`src/rtl/id_ex_pipeline_reg.sv`:
```
// id_ex_pipeline_reg: ID/EX pipeline register with stall, flush and write-back bypass.
// Optional performance counters are enabled by defining ID_EX_PERF_CNT_EN.
module id_ex_pipeline_reg #(
    parameter int CTRL_W     = 11,
    parameter int REG_ADDR_W = 5
) (
    input  logic                  Clk,
    input  logic                  Rst,
    input  logic                  Stall,
    input  logic                  Flush,
    input  logic                  IdValid,
    input  logic [31:0]           IdPCPlus4,
    input  logic [31:0]           IdReadData1,
    input  logic [31:0]           IdReadData2,
    input  logic [31:0]           IdImmExt,
    input  logic [REG_ADDR_W-1:0] IdRs,
    input  logic [REG_ADDR_W-1:0] IdRt,
    input  logic [REG_ADDR_W-1:0] IdRd,
    input  logic [REG_ADDR_W-1:0] IdShamt,
    input  logic [CTRL_W-1:0]     IdCtrl,
    input  logic                  WbRegWrite,
    input  logic [REG_ADDR_W-1:0] WbWriteReg,
    input  logic [31:0]           WbWriteData,
    output logic                  ExValid,
    output logic [31:0]           ExPCPlus4,
    output logic [31:0]           ExReadData1,
    output logic [31:0]           ExReadData2,
    output logic [31:0]           ExImmExt,
    output logic [REG_ADDR_W-1:0] ExRs,
    output logic [REG_ADDR_W-1:0] ExRt,
    output logic [REG_ADDR_W-1:0] ExRd,
    output logic [REG_ADDR_W-1:0] ExShamt,
    output logic [CTRL_W-1:0]     ExCtrl,
    output logic [31:0]           StallCount,
    output logic [31:0]           BubbleCount
);
    logic wb_ok, byp1, byp2, ref1, ref2, bubble, clear;

    // Register $0 is hardwired zero, so a WB write to it never forwards.
    assign wb_ok  = WbRegWrite && (WbWriteReg != '0);
    assign byp1   = wb_ok && (WbWriteReg == IdRs);
    assign byp2   = wb_ok && (WbWriteReg == IdRt);
    assign ref1   = ExValid && wb_ok && (WbWriteReg == ExRs);
    assign ref2   = ExValid && wb_ok && (WbWriteReg == ExRt);
    assign bubble = Flush || (!Stall && !IdValid);
    assign clear  = !Rst || bubble;

    always_ff @(posedge Clk) begin
        if (clear) begin
            ExValid     <= 1'b0;
            ExPCPlus4   <= '0;
            ExReadData1 <= '0;
            ExReadData2 <= '0;
            ExImmExt    <= '0;
            ExRs        <= '0;
            ExRt        <= '0;
            ExRd        <= '0;
            ExShamt     <= '0;
            ExCtrl      <= '0;
        end else if (Stall) begin
            if (ref1) ExReadData1 <= WbWriteData;
            if (ref2) ExReadData2 <= WbWriteData;
        end else begin
            ExValid     <= 1'b1;
            ExPCPlus4   <= IdPCPlus4;
            ExReadData1 <= byp1 ? WbWriteData : IdReadData1;
            ExReadData2 <= byp2 ? WbWriteData : IdReadData2;
            ExImmExt    <= IdImmExt;
            ExRs        <= IdRs;
            ExRt        <= IdRt;
            ExRd        <= IdRd;
            ExShamt     <= IdShamt;
            ExCtrl      <= IdCtrl;
        end
    end

`ifdef ID_EX_PERF_CNT_EN
    logic [31:0] stall_cnt, bubble_cnt;

    // Saturating counters: they stick at all-ones instead of wrapping.
    always_ff @(posedge Clk) begin
        if (!Rst) begin
            stall_cnt  <= '0;
            bubble_cnt <= '0;
        end else begin
            if (Stall && !Flush && stall_cnt != '1) stall_cnt <= stall_cnt + 32'd1;
            if (bubble && bubble_cnt != '1) bubble_cnt <= bubble_cnt + 32'd1;
        end
    end

    assign StallCount  = stall_cnt;
    assign BubbleCount = bubble_cnt;
`else
    assign StallCount  = '0;
    assign BubbleCount = '0;
`endif
endmodule
```
`config.mk`:
```
export PLATFORM = sky130hd
export DESIGN_NAME = id_ex_pipeline_reg
export DESIGN_NICKNAME = d
export VERILOG_FILES = /design/src/rtl/id_ex_pipeline_reg.sv
export SDC_FILE = /design/constraint.sdc
export NUM_CORES = 1
export LEC_CHECK = 0
export ABC_AREA = 0
export CAP_MARGIN = 30
export CORE_AREA = 2 2 165 167
export CTS_BUF_LIST = sky130_fd_sc_hd__clkbuf_4 sky130_fd_sc_hd__clkbuf_8 sky130_fd_sc_hd__clkbuf_16
export DETAILED_ROUTE_END_ITERATION = 8
export DIE_AREA = 0 0 167 169
export GPL_ROUTABILITY_DRIVEN = 0
export GPL_TIMING_DRIVEN = 1
export SETUP_SLACK_MARGIN = 0.15
export SYNTH_ARGS = -nofsm -noshare
export SYNTH_HDL_FRONTEND = slang
export SYNTH_SLANG_ARGS = --single-unit
```
`constraint.sdc`:
```
create_clock -name Clk -period 2.9 [get_ports Clk]
set_clock_uncertainty 0.1 [all_clocks]
set_input_delay 0.58 -clock Clk [delete_from_list [all_inputs] [get_ports Clk]]
set_output_delay 0.58 -clock Clk [all_outputs]
set_load 0.02 [all_outputs]
```
==> impl_metrics.toml, run 1 <==
[outcome]
status = "complete, no violations"

[layout]
area_growth_pct = 63.65
postLayoutCellArea_um2 = 12040
finalNetCount = 1344
final_util_pct = 45.42
fill_cells = 2598
drive_gt1_share_pct = 12.81

[logic_synthesis]
synth_cells = 770
syn_area_um2 = 7356
synth_enable_flop_cells = 0
ys.flop_type = "dfxtp_1"
synthArstFlopShare_pct = 0
synthDistinctLibCells = 25
avgSynthCellArea_um2 = 9.553
ys_warn_count = 0
ys_seq_area_share_pct = 43.54
ys_ff_latch = 160

[route]
drt_pass1_iterations = 4
drt_first_iter_violations = 248
antenna_left = 0
viasPerCell = 4.327
drcViolationCount = 0
route.detailed.wl_per_inst_um = 16.28
route.vias.total = 6478
top_layer = "met4"
met2_length_mm = 11.87
wl_met3_mm = 2.151
totalWireLength_mm = 24.38
wl_met1_mm = 9.888

[sta]
drv_slew = 0
rsz0062_at_grt = "no"
fin_crit_ns = 2.465
relSlewSlack_pct = 52.20
worstMarginPinSlew_ns = 0.7139
setup_viol = 0
worst_slack_ns = 0.4352
hold_viol = 0
timing.fmax_mhz = 405.7
worst_hold_slack_ns = 0.3583
finalCritPeriodShare_pct = 84.99

[grt]
grt_max_degree = 80
grt_pass1_vias = 6689
antenna_found_initial = 2
grt_first_pass_wirelength_mm = 37.51
gr-total-overflow = 0
gr-usage-all-layers_pct = 16.95

[cts]
clkLatencyLatePin_ns = 0.42
cts-buffers-inserted = 17
hold_buffers = 0
cts-root-buf = "clkbuf_16"
cts_resized = 0
clk_pin_slew_ns = 0.08
cts.sinks = 160
cts_tree = "yes"
clockBufferDepth = 2
cts_max_level = 4
postCtsSetupBuffers = 0

[setup_path]
crit_chain = "clkdlybuf4s50_1, or4_4, o21ai_2, o31a_2, buf_12, a21oi_1, a221oi_1"
crit_type = "input pin to flip-flop"
max_stage_delay_ns = 0.55
slowest_stage = "or4_4"
cp-end-kind = "flip-flop"
arrival_ns = 2.70
worstPathRequired_ns = 3.14
reg2reg_slack_ns = 1.04
crit_path_start_kind = "input pin"
crit_fanout = 32

[floorplan]
coreArea_um2 = 26500
initial_core_util_pct = 27.76
io_pins = 426
dieArea_um2 = 28220
num_rows = 60
die_h_um = 169
die-width_um = 167

[flow_run]
drv_cap = 0

[power_and_ir_drop]
vdd_drop_max_v = 0.0002626
power_density_nw_per_um2 = 473.3
total_power_w = 0.005697
p_leak_nw = 4.735

[placement]
placed_area_um2 = 11440
numPortBuffers = 361
pre_cts_slack_ns = -0.02007
place_hpwl_mm = 18.27

[hold_path]
hold_class = "flip-flop to flip-flop"
[layout by cell type (no fill, tap or decap), drive strengths merged]
| cell | instances |
|---|---|
| mux2i | 95 |
| dfxtp | 160 |
| clkinv | 7 |
| o211ai | 1 |
| o31a | 2 |
| a221oi | 64 |
| a31oi | 2 |
| buf | 51 |
| a21oi | 65 |
| o21ai | 1 |
| nand2 | 66 |
| nor2 | 95 |
| o31ai | 2 |
| xor2 | 10 |
| xnor2 | 10 |
| clkbuf | 18 |
| o21a | 1 |
| inv | 74 |
| conb | 64 |
| or4 | 1 |
| nand3 | 2 |
| nor3 | 4 |
| diode | 1 |
| clkdlybuf4s50 | 360 |
[per-stage QoR]
| step | cells | setup TNS (ns) |
|---|---|---|
| finish | 1497 | 0 |
| global route | 1497 | 0 |
| CTS | 1496 | 0 |
| detailed placement | 1464 | -0.03142 |
| global placement | 1464 | 0 |
| floorplan | 833 | 0 |
[where the power goes]
group	total [W]	switching [W]	internal [W]
combinational	0.00111	0.000543	0.000566
sequential	0.00231	0.0000386	0.00227
clock	0.00228	0.00111	0.00117
total	0.00570	0.00169	0.00400
[synthesized netlist by cell type, types with 4 or more instances]
cell type,count,share of area (%)
dfxtp_1,160,44
mux2i_1,95,13
a221oi_1,8,0.95
buf_6,7,1.1
buf_4,70,7.1
inv_1,67,3.4
a21oi_1,65,4.4
buf_1,5,0.26
a221oi_2,56,11
buf_2,9,0.61
clkbuf_1,30,1.5
xnor2_1,10,1.2
nor2_1,95,4.8
nand2_1,66,3.4
xor2_1,10,1.2
nor3_1,4,0.27
[worst paths after layout]
path	start	endpoint	cells past startpoint
max	WbWriteReg[4]	ExReadData2[1]	7
min	ExReadData2[9]	ExReadData2[9]	2
max reg2reg	ExRs[4]	ExReadData1[27]	6
min reg2reg	ExReadData2[9]	ExReadData2[9]	2
[sequential cells by signal, indices dropped and copies added (netlist names)]
register and flops:
ExRs 5, ExImmExt 32, ExCtrl 11, ExPCPlus4 32, ExValid 1, ExReadData1 32, ExShamt 5, ExRd 5
ExReadData2 32, ExRt 5
[layer usage]
| layer | vias to the layer above | global-route usage (%) |
|---|---|---|
| met5 | - | 0 |
| met2 | 273 | 29.15 |
| met1 | 2964 | 19.61 |
| met3 | 28 | 6.313 |
| li1 | 3213 | - |
| met4 | 0 | 5.247 |
[cell families (layout without fill, tap and decap cells)]
logic type,Yosys count,count (layout),share of synthesized area (%)
AO/OA/AOI/OAI,138,138,18.29
flip-flops,160,160,43.54
XOR/XNOR,20,20,2.381
buffers and inverters,188,510,14.03
AND/OR/NAND/NOR,168,168,8.777
multiplexers,95,95,12.93
other,1,65,0.05098
[cell type report]
class / count / area (um2) / share of cell area [%]
clock buffer: 18 / 432.9 / 3.596
multi-input combinational: 485 / 3385 / 28.12
timing repair buffer: 411 / 4174 / 34.67
inverter: 67 / 251.5 / 2.089
clock inverter: 14 / 162.7 / 1.351
tap: 341 / 426.7 / 3.544
sequential: 160 / 3203 / 26.61
antenna: 1 / 2.502 / 0.02079
[worst max-delay path, delay by kind of cell]
kind	cells	cell delay, ns
compound gates	4	0.91
buf+inv	2	0.66
simple gates	1	0.55
Note: power is estimated with default switching activity, not from simulation.
==> inputs of run 2 (changes only) <==
==> constraint.sdc (replaced) <==
create_clock -name Clk -period 2.35 [get_ports Clk]
set_clock_uncertainty 0.1 [all_clocks]
set_input_delay 0.47 -clock Clk [delete_from_list [all_inputs] [get_ports Clk]]
set_output_delay 0.47 -clock Clk [all_outputs]
set_load 0.02 [all_outputs]
==> impl_metrics.toml, run 2 (same netlist as run 1, synthesis figures left out) <==
[layout]
finalNetCount = 1380
final_common_cell = "clkdlybuf4s50_1"
area_growth_pct = 70.79
layout_common_cells = "clkdlybuf4s50_1 (355), dfxtp_1 (160), mux2i_1 (95), nor2_1 (95), inv_1 (67)"
drive_gt1_share_pct = 15.87
n_antenna_cell = 0
fill_cells = 2548
postLayoutCellArea_um2 = 12560

[grt]
grt_pass1_vias = 6820
gr-total-overflow = 0
grt_first_pass_wirelength_mm = 38.38
antenna_found_initial = 0
gr-usage-all-layers_pct = 17.25
grt_max_degree = 86

[sta]
worstMarginPinSlew_ns = 0.6357
worst_slack_ns = 0.1464
fin_crit_ns = 2.204
relSlewSlack_pct = 57.62
drv_slew = 0
timing.fmax_mhz = 453.8
finalCritPeriodShare_pct = 93.77
finalSetupTns_ns = 0
worst_hold_slack_ns = 0.3599
hold_viol = 0
setup_viol = 0
rsz0062_at_grt = "no"

[setup_path]
reg2reg_depth = 9
crit_type = "input pin to flip-flop"
worstPathRequired_ns = 2.56
rr_startpoint = "ExRs[4]"
cp-end-kind = "flip-flop"
arrival_ns = 2.41
crit_path_end = "ExReadData1[13]"
crit_path_start_kind = "input pin"
r2r-end = "ExReadData1[31]"
reg2reg_slack_ns = 0.34
crit_fanout = 8
setup.worst_path.start = "WbWriteReg[3]"

[floorplan]
die_h_um = 169
num_rows = 60
dieArea_um2 = 28220
coreArea_um2 = 26500
io_pins = 426
die-width_um = 167
initial_core_util_pct = 27.76

[placement]
placed_area_um2 = 11490
place_hpwl_mm = 17.98
numPortBuffers = 361
pre_cts_slack_ns = -0.4004

[cts]
cts-buffers-inserted = 17
cts.sinks = 160
clk_pin_slew_ns = 0.07
cts_tree = "yes"
clockBufferDepth = 2
cts_max_level = 4
cts-root-buf = "clkbuf_16"
clkLatencyLatePin_ns = 0.42

[route]
antenna_left = 0
viasPerCell = 4.428
met2_length_mm = 12.78
drt_pass1_iterations = 4
wl_met1_mm = 10.80
drt_first_iter_violations = 348
drcViolationCount = 0
totalWireLength_mm = 26.23
route.vias.total = 6784
route.detailed.wl_per_inst_um = 17.12
top_layer = "met4"
wl_met3_mm = 2.331

[power_and_ir_drop]
vdd_drop_max_v = 0.0004021
power_density_nw_per_um2 = 571.4
total_power_w = 0.007179
p_leak_nw = 5.016

[outcome]
status = "complete, no violations"

[hold_path]
hold_class = "flip-flop to flip-flop"

[flow_run]
drv_cap = 0
-- run 2: critical path: stages --
cell           delay [ns]
dlygate4sd2_1        0.27
or4_4                0.46
o21a_4               0.23
buf_4                0.14
a31oi_4              0.22
buf_12               0.17
clkbuf_16            0.16
buf_12               0.14
buf_6                0.10
a221oi_2             0.05
-- run 2: metal layers --
metal / vias up / global-route usage [%]
li1: 3287 / -
met4: 0 / 3.786
met1: 3186 / 20.75
met5: - / 0
met2: 293 / 29.58
met3: 18 / 6.196
-- run 2: through the flow --
| step | instances | utilization [%] |
|---|---|---|
| 2_1_floorplan | 833 | - |
| 3_3_place_gp | 1472 | 43.38 |
| 3_5_place_dp | 1472 | 43.38 |
| 4_1_cts | 1517 | 46.47 |
| 5_1_grt | 1532 | 47.41 |
| 6_report | 1532 | 47.41 |
-- run 2: what timing repair did --
item / CTS / global route
endpoints found under the setup margin: 61 / 33
resized for setup: 11 / 22
cloned: 5 / 4
buffers inserted: 8 / 11
hold buffers: 0 / 0
pin swaps: 4 / 8
-- run 2: cell type report --
cell class	instances	area, um2	share of cell area, %
flip-flops and latches	160	3203	25.50
clock inverters	14	167.7	1.335
repair buffers	447	4677	37.23
multi-input cells	485	3405	27.10
well taps	341	426.7	3.396
clock buffers	18	432.9	3.446
inverters	67	251.5	2.002
-- run 2: power breakdown --
group	switching (W)	internal, W
sequential	0.0000485	0.00280
clock	0.00139	0.00145
combinational	0.000717	0.000780
total	0.00215	0.00503
-- run 2: how the worst min path moves through the flow --
stage                    startpoint               to  slack [ns]  cells past startpoint
detailed placement   ExReadData1[3]   ExReadData1[3]        0.35                      2
floorplan           ExReadData1[30]  ExReadData1[30]        0.44                      2
global placement    ExReadData2[23]  ExReadData2[23]        0.35                      2
finish               ExReadData1[3]   ExReadData1[3]        0.36                      2
CTS                  ExReadData1[3]   ExReadData1[3]        0.36                      2
global route        ExReadData2[27]  ExReadData2[27]        0.38                      2
